## config.mk

```make
export PLATFORM = sky130hd
export DESIGN_NAME = song_sequencer_flat
export DESIGN_NICKNAME = d
export VERILOG_FILES = /design/src/rtl/song_sequencer_if.sv /design/src/rtl/song_sequencer.sv /design/src/flat_wrapper.sv
export SDC_FILE = /design/constraint.sdc
export NUM_CORES = 1
export LEC_CHECK = 0
export CORE_UTILIZATION = 34
export CTS_CLUSTER_DIAMETER = 80
export DETAILED_ROUTE_END_ITERATION = 8
export PLACE_DENSITY = 0.57
export SLEW_MARGIN = 20
export SYNTH_ARGS = -nofsm -noshare
export SYNTH_HDL_FRONTEND = slang
export SYNTH_SLANG_ARGS = --single-unit
```

## constraint.sdc

```tcl
create_clock -name clk -period 2.2 [get_ports clk]
set_clock_uncertainty 0.2 [all_clocks]
set_input_delay 0.22 -clock clk [delete_from_list [all_inputs] [get_ports clk]]
set_output_delay 0.22 -clock clk [all_outputs]
set_load 0.02 [all_outputs]
```

## src/rtl/song_sequencer_if.sv

```systemverilog
// Playback control / ROM bus bundle for song_sequencer.
// master: the side that drives controls and returns ROM data (player top, bench).
// slave : the sequencer itself.
interface song_sequencer_if #(
    parameter int ADDR_W  = 8,
    parameter int PITCH_W = 5,
    parameter int DUR_W   = 6
);
    logic               beat_tick;
    logic               play;
    logic               pause;
    logic [1:0]         song_sel;
    logic [ADDR_W-1:0]  rom_addr;
    logic [PITCH_W-1:0] rom_pitch;
    logic [DUR_W-1:0]   rom_dur;
    logic [PITCH_W-1:0] note_pitch;
    logic               note_valid;
    logic               busy;
    logic               done;

    modport master (
        output beat_tick, play, pause, song_sel, rom_pitch, rom_dur,
        input  rom_addr, note_pitch, note_valid, busy, done
    );

    modport slave (
        input  beat_tick, play, pause, song_sel, rom_pitch, rom_dur,
        output rom_addr, note_pitch, note_valid, busy, done
    );
endinterface

```

## src/rtl/song_sequencer.sv

```systemverilog
// Song playback sequencer: walks a note ROM (one song per address quarter),
// sounds each pitch for its duration in beat ticks, inserts a silent gap,
// supports pause/resume and pulses done at end of song.
// Optional build macro: SONG_SEQUENCER_LOOP_EN -- after the done pulse the
// same song restarts from index 0 instead of returning to idle.
module song_sequencer #(
    parameter int ADDR_W    = 8,
    parameter int PITCH_W   = 5,
    parameter int DUR_W     = 6,
    parameter int GAP_TICKS = 1
) (
    input  logic clk,
    input  logic reset,
    song_sequencer_if.slave bus
);
    localparam int         IDX_W = ADDR_W - 2;
    localparam logic [3:0] GAP_L = 4'(GAP_TICKS);

    typedef enum logic [2:0] {
        S_IDLE, S_FETCH, S_WAIT_ROM, S_LOAD, S_PLAY_NOTE, S_GAP, S_PAUSED, S_DONE
    } state_t;

    state_t             r_state, w_state_next;
    logic [1:0]         r_song, w_song_next;
    logic [IDX_W-1:0]   r_idx, w_idx_next;
    logic [DUR_W-1:0]   r_dur_cnt, w_dur_cnt_next;
    logic [3:0]         r_gap_cnt, w_gap_cnt_next;
    logic [PITCH_W-1:0] r_pitch, w_pitch_next;
    logic               r_from_gap, w_from_gap_next;     // PAUSED origin: 1 = GAP
    logic               r_pause_pend, w_pause_pend_next; // pause seen mid-fetch
    logic               w_note_valid;

    // State and datapath registers
    always_ff @(posedge clk) begin
        if (reset) begin
            r_state      <= S_IDLE;
            r_song       <= '0;
            r_idx        <= '0;
            r_dur_cnt    <= '0;
            r_gap_cnt    <= '0;
            r_pitch      <= '0;
            r_from_gap   <= 1'b0;
            r_pause_pend <= 1'b0;
        end else begin
            r_state      <= w_state_next;
            r_song       <= w_song_next;
            r_idx        <= w_idx_next;
            r_dur_cnt    <= w_dur_cnt_next;
            r_gap_cnt    <= w_gap_cnt_next;
            r_pitch      <= w_pitch_next;
            r_from_gap   <= w_from_gap_next;
            r_pause_pend <= w_pause_pend_next;
        end
    end

    // Next-state and counter logic; pause always beats play and beat_tick
    always_comb begin
        w_state_next      = r_state;
        w_song_next       = r_song;
        w_idx_next        = r_idx;
        w_dur_cnt_next    = r_dur_cnt;
        w_gap_cnt_next    = r_gap_cnt;
        w_pitch_next      = r_pitch;
        w_from_gap_next   = r_from_gap;
        w_pause_pend_next = r_pause_pend;

        case (r_state)
            S_IDLE: begin
                if (bus.play && !bus.pause) begin
                    w_song_next  = bus.song_sel;
                    w_idx_next   = '0;
                    w_state_next = S_FETCH;
                end
            end
            S_FETCH: begin
                if (bus.pause) w_pause_pend_next = 1'b1;
                w_state_next = S_WAIT_ROM;
            end
            S_WAIT_ROM: begin
                if (bus.pause) w_pause_pend_next = 1'b1;
                w_state_next = S_LOAD;
            end
            S_LOAD: begin
                if (bus.rom_dur == '0) begin
                    w_pause_pend_next = 1'b0;
                    w_state_next      = S_DONE;
                end else begin
                    if (bus.pause) w_pause_pend_next = 1'b1;
                    w_dur_cnt_next = bus.rom_dur;
                    w_pitch_next   = bus.rom_pitch;
                    w_state_next   = S_PLAY_NOTE;
                end
            end
            S_PLAY_NOTE: begin
                if (bus.pause || r_pause_pend) begin
                    w_pause_pend_next = 1'b0;
                    w_from_gap_next   = 1'b0;
                    w_state_next      = S_PAUSED;
                end else if (bus.beat_tick) begin
                    if (r_dur_cnt == DUR_W'(1)) begin
                        if (&r_idx) begin
                            // last slot of the quarter: never spill into the next song
                            w_state_next = S_DONE;
                        end else begin
                            w_idx_next = r_idx + IDX_W'(1);
                            if (GAP_L == 4'd0) begin
                                w_state_next = S_FETCH;
                            end else begin
                                w_gap_cnt_next = GAP_L;
                                w_state_next   = S_GAP;
                            end
                        end
                    end else begin
                        w_dur_cnt_next = r_dur_cnt - DUR_W'(1);
                    end
                end
            end
            S_GAP: begin
                if (bus.pause) begin
                    w_from_gap_next = 1'b1;
                    w_state_next    = S_PAUSED;
                end else if (bus.beat_tick) begin
                    if (r_gap_cnt == 4'd1) w_state_next = S_FETCH;
                    else                   w_gap_cnt_next = r_gap_cnt - 4'd1;
                end
            end
            S_PAUSED: begin
                if (bus.play && !bus.pause)
                    w_state_next = r_from_gap ? S_GAP : S_PLAY_NOTE;
            end
            S_DONE: begin
                w_idx_next = '0;
`ifdef SONG_SEQUENCER_LOOP_EN
                w_state_next = S_FETCH;
`else
                w_state_next = S_IDLE;
`endif
            end
            default: w_state_next = S_IDLE;
        endcase
    end

    assign w_note_valid   = (r_state == S_PLAY_NOTE);
    assign bus.note_valid = w_note_valid;
    assign bus.busy       = (r_state != S_IDLE);
    assign bus.done       = (r_state == S_DONE);
    assign bus.rom_addr   = {r_song, r_idx};

    // Pitch is forced silent whenever no note is sounding
    generate
        for (genvar gi = 0; gi < PITCH_W; gi++) begin : g_pitch_gate
            assign bus.note_pitch[gi] = r_pitch[gi] & w_note_valid;
        end
    endgenerate
endmodule

```

## src/flat_wrapper.sv

```systemverilog
// flat-port wrapper written by rule: the top's interface ports become plain ports
module song_sequencer_flat 
#(
    parameter int ADDR_W    = 8,
    parameter int PITCH_W   = 5,
    parameter int DUR_W     = 6,
    parameter int GAP_TICKS = 1
)
  (clk, reset, bus_beat_tick, bus_play, bus_pause, bus_song_sel, bus_rom_pitch, bus_rom_dur, bus_rom_addr, bus_note_pitch, bus_note_valid, bus_busy, bus_done);
  song_sequencer_if #(.ADDR_W(ADDR_W), .PITCH_W(PITCH_W), .DUR_W(DUR_W)) bus_i ();
  input  logic clk;
  input  logic reset;
  input wire logic [$bits(bus_i.beat_tick)-1:0] bus_beat_tick;
  input wire logic [$bits(bus_i.play)-1:0] bus_play;
  input wire logic [$bits(bus_i.pause)-1:0] bus_pause;
  input wire logic [$bits(bus_i.song_sel)-1:0] bus_song_sel;
  input wire logic [$bits(bus_i.rom_pitch)-1:0] bus_rom_pitch;
  input wire logic [$bits(bus_i.rom_dur)-1:0] bus_rom_dur;
  output wire logic [$bits(bus_i.rom_addr)-1:0] bus_rom_addr;
  output wire logic [$bits(bus_i.note_pitch)-1:0] bus_note_pitch;
  output wire logic [$bits(bus_i.note_valid)-1:0] bus_note_valid;
  output wire logic [$bits(bus_i.busy)-1:0] bus_busy;
  output wire logic [$bits(bus_i.done)-1:0] bus_done;
  assign bus_i.beat_tick = bus_beat_tick;
  assign bus_i.play = bus_play;
  assign bus_i.pause = bus_pause;
  assign bus_i.song_sel = bus_song_sel;
  assign bus_i.rom_pitch = bus_rom_pitch;
  assign bus_i.rom_dur = bus_rom_dur;
  assign bus_rom_addr = bus_i.rom_addr;
  assign bus_note_pitch = bus_i.note_pitch;
  assign bus_note_valid = bus_i.note_valid;
  assign bus_busy = bus_i.busy;
  assign bus_done = bus_i.done;
  song_sequencer #(.ADDR_W(ADDR_W), .PITCH_W(PITCH_W), .DUR_W(DUR_W), .GAP_TICKS(GAP_TICKS)) u_core (.clk(clk), .reset(reset), .bus(bus_i));
endmodule
```

; Yosys cells after proc, flatten, opt, wreduce, memory -nomap -nowiden
; Cells that the tools add are included.
[classes]
n_mux = 37
eq_ne = 26
n_shift = 0
magnitude_cmp = 0
addsub = 3
bitwise = 6
div = 0
mul = 0
reduce_logical = 20
[ops]
columns = operator, n
row1 = 6-bit 2-to-1 mux, 9
row2 = 4-bit 2-to-1 mux, 7
row3 = 3-bit 2-to-1 mux, 8
row4 = 3-bit one-hot mux with 8 select lines, 1
row5 = 2-bit != test (second input constant), 11
row6 = 6-bit one-hot mux with 3 select lines, 1
row7 = 6-bit AND reduction, 3
row8 = 3-bit == test (second input constant), 4
row9 = 6-bit one-hot mux with 2 select lines, 1
row10 = 3-bit != test (second input constant), 3
row11 = 3-bit nonzero test, 3
row12 = 4-bit one-hot mux with 2 select lines, 1
row13 = 8-bit AND reduction, 1
row14 = 6-bit by 1-bit adder with 6-bit output (second input constant), 1
row15 = 3-bit by 2-bit == test with 1-bit output (second input constant), 2
row16 = 6-bit by 1-bit == test with 1-bit output (second input constant), 1
row17 = 6-bit zero test, 1
row18 = 2-bit AND reduction, 3
row19 = 6-bit by 1-bit subtractor with 6-bit output (second input constant), 1
row20 = 1-bit bitwise AND, 5
row21 = 1-bit 2-to-1 mux, 5
row22 = 5-bit AND reduction, 1
row23 = 4-bit by 1-bit == test with 1-bit output (second input constant), 1
row24 = 2-bit 2-to-1 mux, 2
row25 = 14 further kinds, 16
[word_totals]
reg_bits = 28
latchBits = 0
n_memories = 0
rom_bits = 0
output_inout_bits = 16
elab_cells = 100
mem_bits_rw = 0

; Depth between registers and ports, before layout
; Gate-level depths: netlist of run 1.
[logic_depth]
depth_word = 6
depth_mapped = 7
mapped_depth_nobuf = 7

; Worst setup path after synthesis of run 1
; OpenSTA, ideal clock, no wires.
[synth_path]
path_kind = register to register
startpoint = register u_core.r_idx[0]
endpoint = register u_core.r_idx[4]
path_slack_ns = -0.018
arrival_time_ns = 1.947
period_less_slack_ns = 2.218
t_required_ns = 1.929
setup_time_ns = 0.071
path_stages_with_launch = 8
cell_sequence = dfxtp_1 -> ha_1 -> nand4_1 -> o211ai_1 -> a221o_1 -> buf_6 -> or4_1 -> a21oi_1
[synth_between]
elab_chain_cells = 6
elab_cells_between_ends = 9
[synth_rtl]
columns = element, line
row1 = from (decl), song_sequencer.sv:25  ; logic [IDX_W-1:0] r_idx, w_idx_next;
row2 = from (signal assigned), song_sequencer.sv:47  ; r_idx <= w_idx_next;
row3 = 6-bit by 1-bit adder with 6-bit output, song_sequencer.sv:105  ; w_idx_next = r_idx + IDX_W'(1);
row4 = 6-bit 2-to-1 mux, song_sequencer.sv:101  ; if (&r_idx) begin
row5 = 6-bit 2-to-1 mux, song_sequencer.sv:100  ; if (r_dur_cnt == DUR_W'(1)) begin
row6 = 6-bit 2-to-1 mux, song_sequencer.sv:99  ; end else if (bus.beat_tick) begin
row7 = 6-bit 2-to-1 mux, song_sequencer.sv:95  ; if (bus.pause || r_pause_pend) begin
row8 = 6-bit one-hot mux with 3 select lines, song_sequencer.sv:67  ; case (r_state)
; Parallel ways exist; a longest one is shown, timed or not. The select of a mux whose other input is x is not followed.
; A chain may end at the register's enable or synchronous reset.

; Worst setup path in the final report of run 1
[layout_path]
startpoint = register u_core.r_dur_cnt[2]
endpoint = register u_core.r_idx[3]
[layout_between]
elab_chain_cells = 3
[layout_rtl]
columns = element, line
row1 = from (decl), song_sequencer.sv:26  ; logic [DUR_W-1:0] r_dur_cnt, w_dur_cnt_next;
row2 = from (signal assigned), song_sequencer.sv:48  ; r_dur_cnt <= w_dur_cnt_next;
row3 = 6-bit by 1-bit == test with 1-bit output, song_sequencer.sv:100
row4 = 2-bit != test (no source line), -
row5 = 6-bit AND reduction (no source line), -
; No other way between the ends.

==> impl_metrics.ini, run 1 <==
[status]
status = completed

[floorplan]
die_h_um = 71.5
core-area_um2 = 4500
initial_core_util_pct = 36.4
fp-row-count = 24
die_x_um = 71.5
die_area_um2 = 5110
pin_count = 34

[finish]
diodes = 0
nNetsFinal = 286
syn_to_final_growth_pct = 36.5
multi_input_area_um2 = 1010
fillCellCount = 438
layout.area.seq_um2 = 564
drive_gt1_share_pct = 14.9

[timing]
worst-slew-pin-transition_ps = 496
setup_viol = 0
fmax_ghz = 0.457
finalCritPeriodShare_pct = 99.4
relSlewSlack_pct = 66.7
fin_ws_ps = 12.7
timing.final.hold_violations = 0
rsz0062_at_grt = yes
slew_viol_final = 0
layout_min_cycle_time_ps = 2190

[synth]
syn_area_um2 = 1640
synth-warning-count = 0
synth.distinct_cells = 42
synth.avg_cell_area_um2 = 7.64
syn-instance-count = 215
ys_seq_area_share_pct = 34.1
synth_seq_cells = 28
synth_top_area_share_pct = 34.1
post-synth-top-area-cell = dfxtp_1
yosys-top-cells-count = dfxtp_1, a21oi_1, nor2_1
yosysMostFrequentCell = dfxtp_1
async_reset_ff_share_pct = 0
synthTopCellsByArea = dfxtp_1, a21oi_1, nor2_1
synth_flop_cell = dfxtp_1
syn_nets = 238
synth-edff-count = 0

[critical_path]
start_kind = flop
worstPathArrival_ps = 2210
crit_family = simple AND/OR/NAND/NOR gates
required_ps = 2220
crit_fanout = 8
slowest_stage = a221o_2
crit_buf_inv = 0
cp_cell_sequence = nor4_4 -> o211ai_1 -> a221o_2 -> or4b_1 -> a21oi_1
end_kind = flop
critPathMaxStageDelay_ps = 470
critical_path_class = flop to flop

[pwr]
finalPower_uw = 1150
power_density_nw_per_um2 = 511
worst_ir_drop_vdd_mv = 0.385
leakagePower_uw = 0.000826

[clock_tree]
cts_made_buffers = 3
clockBufferDepth = 2
cts-htree-levels = 1
clk_latency_ps = 280
cts-root-buf = clkbuf_8
cts_tree = built
clk_pin_slew_ps = 100
cts.sinks = 28

[drt]
drc_errors = 0
antenna_left = 0
via_count = 1716
dr.first_iter.drc_count = 72
firstDrtPassIters = 4
wirelength_um = 4200
wire_per_inst_um = 13.4
routed_via_density = 5.46

[global_route]
antenna_found_initial = 0
grt_pass1_wl_um = 7240
grtUsageTotal_pct = 17.6
overflow = 0
grt_max_degree = 21
grt_pass1_vias = 1568

[placement]
routabilityCongestion = 0.882
portBuffers = 33
pre_cts_ws_ps = -51.3
dp_hpwl_um = 3060

[run]
drv_cap = 0

[hold_path]
hold_path.class = flop to flop
## kinds of logic (layout without fill, tap and decap cells)
group,Yosys count,after routing,share of synthesized area (%)
mux,6,6,3.66
fa+ha+maj,5,5,3.81
simple gates,89,89,28.3
compound gates,64,64,24.3
buf+inv,23,70,5.79
flops,28,28,34.1
## layer usage
| layer | routed length, um | GRT usage [%] |
|---|---|---|
| met2 | 1870 | 27.7 |
| met3 | 187 | 3.66 |
| met4 | 34 | 3.92 |
| met5 | 0 | 0 |
| met1 | 2120 | 24.7 |
## tightest hold or removal path, stage by stage, from the launching register on
cell and delay [ps]:
dfxtp_1 330, nand2_1 50, a21oi_1 50
## cell usage in the layout, fill, tap and decap left out, types with 3 or more instances in the layout
cell type        netlist  layout
and2_1                 6       6
clkdlybuf4s50_1        0      27
mux2i_1                6       6
or4_1                  5       4
buf_4                  0      22
nor2b_1                4       4
ha_1                   5       4
inv_1                 11      10
dlygate4sd2_1          0       6
o21ai_0               15      15
nor3_1                 7       7
nor2_1                25      25
dfxtp_1               28      27
clkbuf_8               0       3
nand3b_1               3       3
nand2_1               19      19
a21oi_1               25      24
a211oi_1               4       3
nand3_1                5       5
nor4_1                 3       3
## registers in the layout (all words and copies together) (netlist names)
signal               flops
u_core.r_idx             6
u_core.r_state           3
u_core.r_gap_cnt         4
u_core.r_pause_pend      1
u_core.r_pitch           5
u_core.r_dur_cnt         6
u_core.r_from_gap        1
u_core.r_song            2
## where the power goes
group          switching [uW]  internal [uW]  leakage (uW)  total (uW)
Combinational             104            102      0.000563         206
Sequential               8.25            516      0.000227         524
Clock                     172            244     0.0000357         416
## repair_timing
action                     in CTS  in global routing
setup buffers                   0                  1
hold endpoints to repair        0                  0
resized for setup               7                  8
setup endpoints to repair       9                  8
hold buffers                    0                  0
pin swaps                       1                  8
## metrics by stage
step | std cells | utilization, % | setup TNS, ps | hold slack, ps | cell area [um^2]
global placement | 309 | 47.6 | -80.6 | 257 | 2140
CTS | 313 | 49.0 | 0 | 270 | 2210
finish | 314 | 49.8 | 0 | 267 | 2240
detailed placement | 309 | 47.6 | -177 | 252 | 2140
global route | 314 | 49.8 | -429 | 297 | 2240
floorplan | 215 | - | 0 | 167 | 1640
## final timing paths
check / to / cells past startpoint / slack (ps) / start
worst max-delay path: u_core.r_idx[3]$_SDFFE_PP0P_ / 5 / 10 / u_core.r_dur_cnt[2]$_SDFFE_PP0P_
worst min register to register: u_core.r_song[0]$_SDFFE_PP0P_ / 2 / 270 / u_core.r_song[0]$_SDFFE_PP0P_
worst max register to register: u_core.r_idx[3]$_SDFFE_PP0P_ / 5 / 10 / u_core.r_dur_cnt[2]$_SDFFE_PP0P_
worst min-delay path: u_core.r_song[0]$_SDFFE_PP0P_ / 2 / 270 / u_core.r_song[0]$_SDFFE_PP0P_
## final cells by class
class                   instances  area share, %
flip-flops and latches         28           25.2
inverters                      11           1.84
clock buffers                   3           1.84
multi-input cells             164           45.1
repair buffers                 55           21.8
clock inverters                 1           1.34
well taps                      52           2.90
Note: power is estimated with default switching activity, not from simulation.
==> inputs of run 2 (changes only) <==
Settings changed: CAP_MARGIN set to 10, GPL_ROUTABILITY_DRIVEN set to 0, PLACE_DENSITY 0.57 to 0.55.
Clock period 2.2 ns to 2.83 ns, I/O delays scaled along.
==> run 2 against run 1 <==
  * Cell count is 3.8% lower
  * Worst hold slack hardly changed
  * Critical path type is now flop to output port
  * Final area is 5.0% lower
  * Core utilization is 2.5 points lower
  * Count of clock-buffer cells in the layout stayed put
  * Routed wire length is 0.67% higher
  * Worst setup slack better by 150 ps
  * Combinational power is 32% lower
  * Clock power is 22% lower
  * Critical endpoint is now bus_note_pitch[1]
==> impl_metrics.ini, run 2 (synthesized netlist as in run 1, its figures left out) <==
[finish]
final_area_um2 = 2130
layout.area.seq_um2 = 561
final_cell_mix = clkdlybuf4s50_1, dfxtp_1, nor2_1, a21oi_1, nand2_1
fillCellCount = 456
layout_commonest_cell = clkdlybuf4s50_1
drive_gt1_share_pct = 7.60
syn_to_final_growth_pct = 29.7
reg.largest.list = u_core.r_dur_cnt (6), u_core.r_idx (6), u_core.r_pitch (5)
multi_input_area_um2 = 986
nNetsFinal = 274
diodes = 0

[clock_tree]
clk_pin_slew_ps = 100
cts-root-buf = clkbuf_8
cts_made_buffers = 3
post-cts-setup-buffers = 0
cts-htree-levels = 1
clk_latency_ps = 280
cts_resized = 0
clockBufferDepth = 2
cts.sinks = 28
postCtsHoldBufs = 0
cts_tree = built

[placement]
portBuffers = 33
dp_hpwl_um = 3100
post_dp_cell_area_um2 = 2060

[floorplan]
initial_core_util_pct = 36.4
pin_count = 34
fp-row-count = 24
die_h_um = 71.5
die_area_um2 = 5110
core-area_um2 = 4500
die_x_um = 71.5

[drt]
firstDrtPassIters = 4
drc_errors = 0
wirelength_um = 4230
antenna_left = 0
via_count = 1670
wire_per_inst_um = 14.0
routed_via_density = 5.53
dr.first_iter.drc_count = 112

[timing]
worst-slew-pin-transition_ps = 640
rsz0062_at_grt = no
relSlewSlack_pct = 57.0
setup_viol = 0
timing.final.hold_violations = 0
fmax_ghz = 0.374
finalCritPeriodShare_pct = 94.4
slew_viol_final = 0
layout_min_cycle_time_ps = 2670
tns_ps = 0

[pwr]
power_density_nw_per_um2 = 412
leakagePower_uw = 0.000740
worst_ir_drop_vdd_mv = 0.206

[critical_path]
end_kind = output port
crit_fanout = 12
required_ps = 2350
start_kind = flop
critical_path_class = flop to output port
worstPathArrival_ps = 2190

[global_route]
grt_max_degree = 21
grt_pass1_wl_um = 7090
grtUsageTotal_pct = 17.5
grt_pass1_vias = 1514
antenna_found_initial = 0
overflow = 0

[status]
status = completed

[hold_path]
hold_path.class = flop to flop

[run]
drv_cap = 0
-- run 2: critical path: stages, from the launching register on --
cell,delay (ps)
dfxtp_1,350
or3b_2,480
inv_1,300
and2_1,180
clkdlybuf4s50_1,600
-- run 2: path summary, 6_finish.rpt --
check | startpoint | to | slack (ps) | cells past startpoint
min | u_core.r_song[1]$_SDFFE_PP0P_ | u_core.r_song[1]$_SDFFE_PP0P_ | 270 | 2
max reg2reg | u_core.r_dur_cnt[3]$_SDFFE_PP0P_ | u_core.r_idx[4]$_SDFFE_PP0P_ | 540 | 5
min reg2reg | u_core.r_song[1]$_SDFFE_PP0P_ | u_core.r_song[1]$_SDFFE_PP0P_ | 270 | 2
max | u_core.r_state[1]$_SDFFE_PP0P_ | bus_note_pitch[1] | 160 | 4
-- run 2: routing by layer --
layer | global-route usage, % | share of wire [%]
met3 | 3.94 | 5.3
met4 | 4.58 | 0.59
met5 | 0 | 0
met2 | 27.5 | 45
met1 | 24.3 | 49
-- run 2: cell type report --
| class | instances | share of cell area (%) |
|---|---|---|
| clock buffer | 3 | 1.94 |
| clock inverter | 1 | 1.41 |
| inverter | 11 | 1.94 |
| multi-input combinational | 164 | 46.3 |
| sequential | 28 | 26.3 |
| tap | 52 | 3.06 |
| timing repair buffer | 43 | 19.0 |
-- run 2: stage by stage --
step | util (%) | instances | hold slack [ps] | power (uW) | worst slack [ps]
6_report | 47.3 | 302 | 268 | 877 | 160
5_1_grt | 47.3 | 302 | 305 | 918 | 40.2
4_1_cts | 47.3 | 302 | 271 | 893 | 123
3_5_place_dp | 45.7 | 298 | 256 | 559 | 389
3_3_place_gp | 45.7 | 298 | 255 | 560 | 387
2_1_floorplan | - | 215 | 230 | 502 | 612
-- run 2: report_power, final --
group / leakage (uW) / internal, uW / switching, uW
clock network: 0.0000357 / 190 / 137
registers: 0.000226 / 402 / 7.46
logic: 0.000479 / 64.5 / 76.9
==> inputs of run 3 (changes only) <==
Settings changed: CTS_CLUSTER_DIAMETER 80 to not set.
==> results of run 3 <==
No change in the layout: final DEF, timing and power equal those of run 2.
